`src/rtl/stack_engine.sv`:
```
`default_nettype none
// +----------------------------------------------------------------------------+
// | stack_engine: PUSH/POP/PEEK/SETSP stack controller over a data-memory port |
// | Optional top-of-stack cache: STACK_TOS_CACHE_EN      Rev 1.0               |
// +----------------------------------------------------------------------------+
module stack_engine #(
  parameter int                DATA_W      = 32,
  parameter int                ADDR_W      = 32,
  parameter logic [ADDR_W-1:0] STACK_BASE  = ADDR_W'(32'h0000_1000),
  parameter int                STACK_DEPTH = 256,
  localparam int               DEPTH_W     = $clog2(STACK_DEPTH + 1)
) (
  input  logic               clk,
  input  logic               reset,
  input  logic               cmd_valid,
  output logic               cmd_ready,
  input  logic [1:0]         cmd_op,
  input  logic [DATA_W-1:0]  cmd_data,
  output logic               rsp_valid,
  output logic [DATA_W-1:0]  rsp_data,
  output logic               rsp_err,
  output logic [ADDR_W-1:0]  mem_addr,
  output logic [DATA_W-1:0]  mem_wdata,
  output logic               mem_we,
  output logic               mem_re,
  input  logic [DATA_W-1:0]  mem_rdata,
  input  logic               mem_ack,
  output logic [ADDR_W-1:0]  sp,
  output logic [DEPTH_W-1:0] depth,
  output logic               full,
  output logic               empty,
  output logic               ovf_flag,
  output logic               unf_flag
);

  localparam logic [1:0] OP_PUSH  = 2'b00;
  localparam logic [1:0] OP_POP   = 2'b01;
  localparam logic [1:0] OP_PEEK  = 2'b10;
  localparam logic [1:0] OP_SETSP = 2'b11;

  localparam logic [DEPTH_W-1:0] DEPTH_MAX   = DEPTH_W'(STACK_DEPTH);
  localparam logic [ADDR_W-1:0]  DEPTH_LIMIT = ADDR_W'(STACK_DEPTH);

  typedef enum logic [1:0] {
    IDLE = 2'd0,
    MEM  = 2'd1,
    RESP = 2'd2
  } state_t;

  state_t state;
  state_t state_nxt;

  logic [1:0]        op_q;
  logic [DATA_W-1:0] wdata_q;
  logic              accept;
  logic              tos_hit;
  logic [DATA_W-1:0] tos_word;
  logic [ADDR_W-1:0] setsp_v;
  logic [ADDR_W-1:0] setsp_span;
  logic              setsp_ok;

  assign cmd_ready  = (state == IDLE) & reset;
  assign accept     = cmd_valid & cmd_ready;
  assign full       = (depth == DEPTH_MAX);
  assign empty      = (depth == '0);
  assign mem_wdata  = wdata_q;

  assign setsp_v    = cmd_data[ADDR_W-1:0];
  assign setsp_span = STACK_BASE - setsp_v;
  assign setsp_ok   = (setsp_v <= STACK_BASE) && (setsp_span <= DEPTH_LIMIT);

  always_ff @(posedge clk or negedge reset) begin
    if (!reset) begin
      state <= IDLE;
    end else begin
      state <= state_nxt;
    end
  end

  always_comb begin
    state_nxt = state;
    mem_we    = 1'b0;
    mem_re    = 1'b0;
    mem_addr  = sp;
    rsp_valid = 1'b0;
    case (state)
      IDLE: begin
        if (accept) begin
          case (cmd_op)
            OP_PUSH:         state_nxt = full ? RESP : MEM;
            OP_POP, OP_PEEK: state_nxt = (empty || tos_hit) ? RESP : MEM;
            default:         state_nxt = RESP;
          endcase
        end
      end
      MEM: begin
        // Request stays up until the memory acknowledges; reset drops it combinationally.
        if (op_q == OP_PUSH) begin
          mem_we   = 1'b1;
          mem_addr = sp - ADDR_W'(1);
        end else begin
          mem_re   = 1'b1;
        end
        if (mem_ack) state_nxt = RESP;
      end
      RESP: begin
        rsp_valid = 1'b1;
        state_nxt = IDLE;
      end
      default: state_nxt = IDLE;
    endcase
  end

  always_ff @(posedge clk or negedge reset) begin
    if (!reset) begin
      sp       <= STACK_BASE;
      depth    <= '0;
      op_q     <= OP_PUSH;
      wdata_q  <= '0;
      rsp_data <= '0;
      rsp_err  <= 1'b0;
      ovf_flag <= 1'b0;
      unf_flag <= 1'b0;
    end else if (accept) begin
      op_q    <= cmd_op;
      wdata_q <= cmd_data;
      case (cmd_op)
        OP_PUSH: begin
          if (full) begin
            rsp_err  <= 1'b1;
            ovf_flag <= 1'b1;
          end
        end
        OP_POP, OP_PEEK: begin
          if (empty) begin
            rsp_err  <= 1'b1;
            unf_flag <= 1'b1;
            rsp_data <= '0;
          end else if (tos_hit) begin
            rsp_err  <= 1'b0;
            rsp_data <= tos_word;
            if (cmd_op == OP_POP) begin
              sp    <= sp + ADDR_W'(1);
              depth <= depth - DEPTH_W'(1);
            end
          end
        end
        default: begin
          if (setsp_ok) begin
            sp      <= setsp_v;
            depth   <= DEPTH_W'(setsp_span);
            rsp_err <= 1'b0;
          end else begin
            rsp_err  <= 1'b1;
            ovf_flag <= 1'b1;
          end
        end
      endcase
    end else if ((state == MEM) && mem_ack) begin
      rsp_err <= 1'b0;
      case (op_q)
        OP_PUSH: begin
          sp    <= sp - ADDR_W'(1);
          depth <= depth + DEPTH_W'(1);
        end
        OP_POP: begin
          rsp_data <= mem_rdata;
          sp       <= sp + ADDR_W'(1);
          depth    <= depth - DEPTH_W'(1);
        end
        OP_PEEK: rsp_data <= mem_rdata;
        default: ;
      endcase
    end
  end

`ifdef STACK_TOS_CACHE_EN
  logic [DATA_W-1:0] tos;
  logic              tos_valid;

  // Holds the most recently pushed word until something moves SP past it.
  always_ff @(posedge clk or negedge reset) begin
    if (!reset) begin
      tos       <= '0;
      tos_valid <= 1'b0;
    end else if ((state == MEM) && mem_ack && (op_q == OP_PUSH)) begin
      tos       <= wdata_q;
      tos_valid <= 1'b1;
    end else if (accept && ((cmd_op == OP_POP) || (cmd_op == OP_SETSP))) begin
      tos_valid <= 1'b0;
    end
  end

  assign tos_hit  = tos_valid;
  assign tos_word = tos;
`else
  assign tos_hit  = 1'b0;
  assign tos_word = '0;
`endif

endmodule
`default_nettype wire
```
`config.mk`:
```
export PLATFORM = sky130hd
export DESIGN_NAME = stack_engine
export DESIGN_NICKNAME = d
export VERILOG_FILES = /design/src/rtl/stack_engine.sv
export SDC_FILE = /design/constraint.sdc
export NUM_CORES = 1
export LEC_CHECK = 0
export ABC_AREA = 0
export BUFFER_PORTS_ARGS = -buffer_cell sky130_fd_sc_hd__clkbuf_2
export CAP_MARGIN = 15
export CELL_PAD_IN_SITES_DETAIL_PLACEMENT = 0
export CELL_PAD_IN_SITES_GLOBAL_PLACEMENT = 2
export CORE_MARGIN = 5
export CORE_UTILIZATION = 27
export DETAILED_ROUTE_END_ITERATION = 16
export PLACE_DENSITY = 0.82
export SLEW_MARGIN = 20
export SYNTH_ARGS = -nofsm -noshare
export SYNTH_HDL_FRONTEND = slang
export SYNTH_SLANG_ARGS = --single-unit
```
`constraint.sdc`:
```
create_clock -name clk -period 2.8 [get_ports clk]
set_clock_uncertainty 0.05 [all_clocks]
set_input_delay 0.28 -clock clk [delete_from_list [all_inputs] [get_ports clk]]
set_output_delay 0.28 -clock clk [all_outputs]
set_load 0.05 [all_outputs]
```
==> metrics.txt <==
Initial DRT Pass Iterations=5; largest cells by area after synthesis=dfrtp_1 (40%), nand2_1 (8.3%), a22o_1 (4.2%); kind of start point of the critical path=register; dominant cell type by area after synthesis=dfrtp_1; critical path class=reg2out; worst setup margin=-0.267 ns; Die X=170 um; Final period util=110%; Netlist Area Pre-Place=6910 sq um; CTS Root Cell=clkbuf_16; die area=28900 sq um; total CTS buffers=9; RD Place Congestion=0.879; Max Slew Vio Count=0; layout cells sized above 1=38.4%; Syn Area/Cell=8.65 sq um; total track usage=17.4%; Routed WL=25600 um; Least-Margin Pin Slew=0.656 ns; number of synthesized flops with an enable pin=0; Via density=4.95; Worst-path clk slew=0.08 ns; Post-Syn Instances=799; Fin. Hold Viols=0; Post-Syn Nets=885; fmax=0.326 GHz; initial core utilization=27.5%; first-pass GRT wire length=40300 um; unrepaired setup endpoints after global routing=true; DP Wirelength=19500 um; clock latency on the worst-skew pair=0.36 ns; Synth top area share=40.2%; total power=9.03 mW; YS warnings=0; Max IR drop VDD=0.000529 V; Max Cap Violations=0; Max Buffers Root-to-Sink=2; most instantiated cells after synthesis=nand2_1 (153), dfrtp_1 (111), nor2_1 (54); leakage power=4.70 nW; clk sinks=112; outcome=finished, violations left; sequential share of the synthesized area=40.6%; GR Overflow Total=0; ys async rst share=100%; core area=25200 sq um; crit path time final=3.07 ns; Hold Buf Count CTS=0; ant diodes=0; Main synth FF type=dfrtp_1; data required time of the worst path=2.47 ns; count of cell types in the netlist=75; failing checks=setup timing; DIE HEIGHT=170 um; synth-to-layout area growth=44.1%; most common cell in the netlist=nand2_1; Pwr Density=906 nW/um^2; Vias=6931; IO buf count=215; Hold Crit Class=in2async; Post-route DRC=0; wire length per cell=18.3 um; register bit count reported by yosys=112; H-tree levels=3; fin cells=1399; CP Max Fanout=4; final setup fails=16; initial antenna violation count=0; slew margin rel.=56.3%; nets=1150; num rows=58; largest net degree at the start of global routing=113; Routed Antenna Nets=0; # IOs=216; Data arrival, critical path=2.74 ns; placed insts=1375; Worst setup EP type=output port; CTS tree=yes; vias in the first global route=6956; First DRT Iteration DRCs=403
[flip-flops by register name (all words and copies together) (netlist names)]
name       cells
rsp_data      32
state          2
ovf_flag       1
mem_wdata     32
op_q           2
unf_flag       1
sp            32
rsp_err        1
depth          9
[worst max-delay path, cell delays in order (launching register included)]
cell,delay (ns)
dfrtp_2,0.41
or4_4,0.53
nor4_4,0.25
nand4_2,0.18
or2_4,0.29
buf_12,0.14
nor2_1,0.11
buf_4,0.15
xor2_4,0.16
buf_12,0.15
[final timing paths]
| kind | slack, ns | startpoint | end | depth (start not counted) |
|---|---|---|---|---|
| max reg2reg | -0.13 | sp[10]$_DFFE_PN0P_ | sp[24]$_DFFE_PN0P_ | 11 |
| min in group clk | 0.08 | cmd_data[16] | mem_wdata[16]$_DFFE_PN0P_ | 3 |
| max | -0.27 | sp[10]$_DFFE_PN0P_ | mem_addr[26] | 9 |
| min | 0.02 | reset | sp[5]$_DFFE_PN0P_ | 2 |
| max in group asynchronous | 2.17 | reset | sp[2]$_DFFE_PN0P_ | 2 |
| min reg2reg | 0.42 | ovf_flag$_DFFE_PN0P_ | ovf_flag$_DFFE_PN0P_ | 1 |
[cell usage in the layout, fill, tap and decap left out, types with 5 or more instances in the layout]
cell type	instances
a211oi_1	8
a21oi_1	39
a22o_1	33
a31oi_1	10
and3_1	9
buf_12	20
buf_4	90
clkbuf_16	9
clkbuf_2	189
clkbuf_4	7
dfrtp_1	108
ha_1	14
inv_1	21
mux2i_1	13
nand2_1	148
nand2_2	5
nand2b_1	10
nand3_1	13
nand4_1	9
nor2_1	49
nor2b_1	12
nor3_1	19
nor3_2	5
nor3_4	7
nor4_1	12
o21ai_0	43
o21ai_1	13
or3_1	6
xnor2_1	11
xnor2_2	5
xor2_1	9
xor2_2	5
xor2_4	8
[power by group]
group | leakage [nW] | switching (mW) | internal [mW] | total, mW
clock | 0.147 | 0.699 | 0.635 | 1.33
combinational | 3.13 | 3.69 | 1.49 | 5.19
sequential | 1.43 | 0.406 | 2.10 | 2.51
[cells by family after synthesis]
group | after synthesis | synth area share [%]
compound gates | 187 | 18.0
xor+xnor | 42 | 5.32
fa+ha+maj | 16 | 3.00
buf+inv | 78 | 5.79
flops | 112 | 40.6
mux | 16 | 2.43
simple gates | 348 | 24.9
[what timing repair did]
item                       4_1_cts  5_1_grt
gates cloned                     0        0
buffers inserted                 9        4
setup endpoints to repair       23       31
pin swaps                        9        9
resized for setup               33       19
[area by class of cell]
| type | count | area [sq um] |
|---|---|---|
| Multi-Input combinational cell | 609 | 4230 |
| Inverter | 21 | 78.8 |
| Clock buffer | 9 | 225 |
| Clock inverter | 7 | 70.1 |
| Sequential cell | 112 | 2810 |
| Fill cell | 2571 | 15200 |
| Timing Repair Buffer | 311 | 2130 |
| Tap cell | 330 | 413 |
[metal layers]
layer | vias up | track usage [%] | routed length, um
li1 | 3341 | - | -
met1 | 3334 | 24.6 | 11700
met2 | 229 | 27.5 | 11900
met3 | 27 | 3.86 | 1660
met4 | 0 | 3.89 | 393
met5 | - | 0 | 0
[stage by stage]
stage / TNS, ns / utilization, % / hold WS (ns) / area [sq um] / setup slack, ns
3_5_place_dp: -1.74 / 37.3 / 0.400 / 9390 / -0.125
6_report: -1.86 / 39.5 / 0.0199 / 9960 / -0.267
2_1_floorplan: -3.67 / - / -0.0656 / 7280 / -0.342
5_1_grt: -3.87 / 39.5 / 0.0727 / 9960 / -0.340
4_1_cts: -1.98 / 39.3 / 0.0638 / 9890 / -0.307
3_3_place_gp: -2.51 / 37.3 / 0.389 / 9390 / -0.152
Power figures use the tool's default switching activity.
